## src/rtl/noc_pkg.sv

```systemverilog
// rtl/noc_pkg.sv - shared flit constants and injection-arbiter state type
package noc_pkg;
  localparam int FLIT_W         = 17;
  localparam int FLIT_VALID_BIT = 16;
  localparam int PAYLOAD_W      = 16;

  typedef enum logic {
    ST_IDLE = 1'b0,
    ST_HOLD = 1'b1
  } inj_state_t;
endpackage

```

## src/rtl/noc_rr_pick.sv

```systemverilog
// rtl/noc_rr_pick.sv - combinational round-robin picker
// First set request at or after ptr (wrapping) wins; ptr must be below N_REQ.
module noc_rr_pick #(
  parameter int N_REQ = 4
) (
  input  logic [N_REQ-1:0] req,
  input  logic [2:0]       ptr,
  output logic [N_REQ-1:0] gnt,
  output logic [2:0]       idx,
  output logic             any
);
  int j;

  always_comb begin
    gnt = '0;
    idx = '0;
    any = 1'b0;
    j   = 0;
    for (int k = 0; k < N_REQ; k++) begin
      j = int'(ptr) + k;
      if (j >= N_REQ) j = j - N_REQ;
      if (!any && req[j]) begin
        gnt[j] = 1'b1;
        idx    = 3'(j);
        any    = 1'b1;
      end
    end
  end
endmodule

```

## src/rtl/noc_inj_arbiter.sv

```systemverilog
// rtl/noc_inj_arbiter.sv - round-robin router injection arbiter
// Optional stall watchdog enabled by NOC_INJ_ARB_TIMEOUT_EN.
module noc_inj_arbiter import noc_pkg::*; #(
  parameter int N_REQ   = 4,
  parameter int TIMEOUT = 255
) (
  input  logic                    clk,
  input  logic                    rst_n,
  input  logic [N_REQ-1:0]        req_valid,
  input  logic [N_REQ*16-1:0]     req_data,
  output logic [N_REQ-1:0]        req_ready,
  output logic [FLIT_W-1:0]       out_flit,
  input  logic                    link_free,
  output logic [2:0]              grant_id,
  output logic                    busy,
  output logic                    timeout_err
);
  inj_state_t           state_q, state_d;
  logic [2:0]           rr_ptr, ptr_adv, pick_ptr, pick_idx;
  logic [N_REQ-1:0]     pick_gnt, ready_raw;
  logic                 pick_any, complete, wd_fire, release_slot, accept;
  logic [PAYLOAD_W-1:0] sel_data;

  // When a held flit leaves, the search restarts just past its owner.
  assign ptr_adv      = (grant_id == 3'(N_REQ - 1)) ? 3'd0 : grant_id + 3'd1;
  assign complete     = (state_q == ST_HOLD) && link_free;
  assign release_slot = complete || wd_fire;
  assign pick_ptr     = (state_q == ST_HOLD) ? ptr_adv : rr_ptr;
  assign busy         = out_flit[FLIT_VALID_BIT];
  assign req_ready    = ready_raw & {N_REQ{rst_n}};

  noc_rr_pick #(.N_REQ(N_REQ)) u_pick (
    .req (req_valid),
    .ptr (pick_ptr),
    .gnt (pick_gnt),
    .idx (pick_idx),
    .any (pick_any)
  );

  always_comb begin
    state_d   = state_q;
    accept    = pick_any && ((state_q == ST_IDLE) || complete);
    ready_raw = accept ? pick_gnt : '0;
    if (accept)            state_d = ST_HOLD;
    else if (release_slot) state_d = ST_IDLE;
  end

  always_comb begin
    sel_data = '0;
    for (int i = 0; i < N_REQ; i++)
      if (pick_gnt[i]) sel_data = sel_data | req_data[i*PAYLOAD_W +: PAYLOAD_W];
  end

  always_ff @(posedge clk or negedge rst_n) begin
    if (!rst_n) begin
      state_q  <= ST_IDLE;
      rr_ptr   <= '0;
      grant_id <= '0;
      out_flit <= '0;
    end else begin
      state_q <= state_d;
      if (release_slot) rr_ptr <= ptr_adv;
      if (accept) begin
        out_flit <= {1'b1, sel_data};
        grant_id <= pick_idx;
      end else if (release_slot) begin
        out_flit <= '0;
      end
    end
  end

`ifdef NOC_INJ_ARB_TIMEOUT_EN
  localparam int WD_W = $clog2(TIMEOUT + 1);
  logic [WD_W-1:0] wd_cnt;

  // Fires on the TIMEOUT-th consecutive stalled edge of one held flit.
  assign wd_fire = (state_q == ST_HOLD) && !link_free && (wd_cnt == WD_W'(TIMEOUT - 1));

  always_ff @(posedge clk or negedge rst_n) begin
    if (!rst_n) begin
      wd_cnt      <= '0;
      timeout_err <= 1'b0;
    end else begin
      timeout_err <= wd_fire;
      if ((state_q != ST_HOLD) || link_free || wd_fire) wd_cnt <= '0;
      else                                              wd_cnt <= wd_cnt + 1'b1;
    end
  end
`else
  logic timeout_unused;
  assign timeout_unused = (TIMEOUT == 0);
  assign wd_fire        = 1'b0;
  assign timeout_err    = 1'b0;
`endif
endmodule

```

## config.mk

```make
export PLATFORM = sky130hd
export DESIGN_NAME = noc_inj_arbiter
export DESIGN_NICKNAME = d
export VERILOG_FILES = /design/src/rtl/noc_pkg.sv /design/src/rtl/noc_rr_pick.sv /design/src/rtl/noc_inj_arbiter.sv
export SDC_FILE = /design/constraint.sdc
export NUM_CORES = 1
export LEC_CHECK = 0
export ABC_AREA = 1
export CAP_MARGIN = 20
export CORE_UTILIZATION = 46
export CTS_BUF_LIST = sky130_fd_sc_hd__clkbuf_4
export DETAILED_ROUTE_END_ITERATION = 10
export GPL_TIMING_DRIVEN = 1
export PLACE_DENSITY = 0.88
export SETUP_SLACK_MARGIN = 0.05
export SYNTH_ARGS = -nofsm -noshare
export SYNTH_HDL_FRONTEND = slang
export SYNTH_HIERARCHICAL = 1
export SYNTH_SLANG_ARGS = --single-unit
```

## constraint.sdc

```tcl
create_clock -name clk -period 8.95 [get_ports clk]
set_input_delay 1.3425 -clock clk [delete_from_list [all_inputs] [get_ports clk]]
set_output_delay 1.3425 -clock clk [all_outputs]
set_load 0.01 [all_outputs]
```

==> results_dict.tcl <==
set metrics [dict create \
    outcome "finished, violations left" \
    violations "DRC" \
    fmax_ghz 0.1824 \
    fin_tns_setup_ps 0 \
    drc 2 \
    antenna_found_initial 0 \
    end_kind "primary output" \
    n_fill_cell 366 \
    hold_path.class "flip-flop to flip-flop" \
    diodes 0 \
    antenna_left 0 \
    wirelength_mm 6.106 \
    swShare 0.5834 \
    power.density_mw_per_mm2 478.3 \
    wl_per_cell_um 13.05 \
    synthFlopType "dfrtp_1" \
    die_h_um 69.08 \
    clkSinkCount 23 \
    comb_power_share 0.832 \
    cts_made_buffers 3 \
    pwr-share-clk 0.036 \
    dp_hpwl_mm 4.656 \
    power.internal_uw 601.9 \
    dp_worst_setup_slack_ps 3231 \
    setup_viol 0 \
    peakVddDrop_v 0.0002552 \
    cp_max_fo 17 \
    cts.repair.resized 0 \
    initial_core_util 0.4786 \
    fin_util 0.6985 \
    drv_slew 0 \
    syn_inst 329 \
    synth_edf_count 0 \
    seqPwrFrac 0.132 \
    grt_max_degree 28 \
    fp.dieW_um 69.08 \
    period_share 0.6126 \
    synthTopCellsByArea "nand2_1 30%, dfrtp_1 28%, ha_1 5.4%" \
    r2r-start "grant_id[0]" \
    cellLeakagePower_uw 0.001531 \
    rsz0062_at_grt "no" \
    path_clk_slew_ps 140 \
    worst_pin_slew_ps 701.9 \
    design.portCount 97 \
    cts_tree "done" \
    hold_start "out_flit[0]" \
    netlist.area_leader.share 0.2975 \
    buffer_ports.inserted 95 \
    synth_top_area_cell "nand2_1" \
    required_ps 7610 \
    initialDrtViolationCount 125 \
    via_count 2397 \
    cts-root-buf "clkbuf_4" \
    grt.total_usage 0.2574 \
    nets 497 \
    slew_headroom 0.5308 \
    async_flop_share 1.000 \
    ys_types 25 \
    worstSetupPathType "flip-flop to primary output" \
    synth_common_cells "164 x nand2_1, 23 x dfrtp_1, 21 x o21ai_0" \
    maxCapViolations 0 \
    htreeDepth 1 \
    ys_seq_area_frac 0.2781 \
    ys_ff_latch 23 \
    worst_slack_ps 3467 \
    grt_pass1_wl_mm 10.12 \
    ys.warnings.count 6 \
    switching_power_uw 842.9 \
    syn2layout_area_growth_pct 45.95 \
    drive_gt1_frac 0.06971 \
    hold_buffers 0 \
    finalClockSkew_ps 1.172 \
    cp-start-kind "flip-flop" \
    rows 24 \
    gp_congestion 0.9294 \
    die_area_mm2 0.004771 \
    final_hold_viol_count 0 \
    worstPathArrival_ps 4140 \
    startpoint "grant_id[0]" \
    overflow 0 \
    grt_pass1_vias 2241 \
    mappedNetlistNets 409 \
    fp.coreArea_mm2 0.004324 \
    via_per_inst 5.122 \
    netlist_area_mm2 0.002069 \
    insertion_delay_ps 320 \
    post-synth-top-count-cell "nand2_1" \
    fin_crit_ps 5483 \
    syn_area_per_cell_um2 6.290 \
    drt-pass1-iter-count 9 \
    cts.path.max_buffers 2 \
    cts_setup_buffers 0 \
]
[final timing paths]
check,endpoint,depth (start not counted),slack [ps]
min reg2reg,out_flit[0],2,500
max in group asynchronous,rr_ptr[1],2,7310
min in group asynchronous,out_flit[10],2,1380
min,out_flit[0],2,500
max reg2reg,out_flit[4],15,5460
max,req_ready[2],16,3470
[power by group through the flow]
stage	Combinational (µW)	Sequential [µW]	Clock, µW
2_1_floorplan	896	209	0
3_3_place_gp	1160	189	0
3_5_place_dp	1190	193	0
4_1_cts	1190	191	53.6
5_1_grt	1360	198	55.9
6_report	1200	190	52.3
[state kept, by name, summed over array words and instances, names as in the netlist]
name / count
grant_id: 3
out_flit: 17
rr_ptr: 3
[per-stage QoR]
step | hold slack (ps) | cell area, µm² | total power, µW | cells
2_1_floorplan | 453.4 | 2069 | 1105 | 329
3_3_place_gp | 461.3 | 2985 | 1353 | 463
3_5_place_dp | 464.4 | 2985 | 1383 | 463
4_1_cts | 498.5 | 3013 | 1437 | 467
5_1_grt | 531.0 | 3020 | 1616 | 468
6_report | 499.6 | 3020 | 1445 | 468
[cells by family (layout without fill, tap and decap cells)]
family                   count (synthesis)  in the layout  synth area share
AND/OR/NAND/NOR                        220            220            0.4673
AO/OA/AOI/OAI                           38             38           0.09734
adder cells (fa/ha/maj)                  9              9           0.05441
flip-flops                              23             23            0.2781
other                                    1              1          0.001812
buffers and inverters                   38            125            0.1010
[layout make-up]
| type | count | area [µm²] | area share |
|---|---|---|---|
| flip-flops and latches | 23 | 575.6 | 0.1906 |
| multi-input cells | 268 | 1285 | 0.4254 |
| well taps | 52 | 65.06 | 0.02154 |
| inverters | 23 | 93.84 | 0.03107 |
| clock inverters | 1 | 5.005 | 0.001657 |
| clock buffers | 3 | 22.52 | 0.007456 |
| repair buffers | 98 | 973.4 | 0.3223 |
[layer usage]
| layer | track usage | routed length (µm) | vias to the layer above |
|---|---|---|---|
| li1 | - | - | 1204 |
| met1 | 0.3229 | 2529 | 1085 |
| met2 | 0.4639 | 3197 | 100 |
| met3 | 0.02924 | 287 | 8 |
| met4 | 0.06803 | 91 | 0 |
| met5 | 0 | 0 | - |
[worst max-delay path, cell delays in order, from the launching register on]
cell             delay, ps
dfrtp_1                440
ha_1                   230
inv_1                   90
o21ai_0                100
o21ai_0                170
clkbuf_4               230
inv_2                  100
ha_1                   360
inv_1                  110
nand3_1                100
nand2_1                 50
nor2_1                 350
a21oi_1                120
nand3_1                550
nand2_1                140
nor2_1                 130
clkdlybuf4s50_1        530
[cells in the final DEF (no fill, tap or decap)]
cell type	n
clkdlybuf4s50_1	95
inv_8	1
clkinv_2	1
nand2_4	6
nand2_1	164
a21oi_1	12
a31oi_1	1
nand3b_1	1
buf_4	2
inv_1	19
o21ai_0	20
o21ai_1	2
nand3_1	16
nand3_4	2
nand4_1	8
conb_1	1
o21bai_1	1
o21ai_2	2
ha_1	9
dfrtp_1	23
nand2_2	7
inv_2	3
nor2_4	1
nor2_1	15
clkbuf_4	4
No activity file was read; power rests on OpenSTA's default activity.
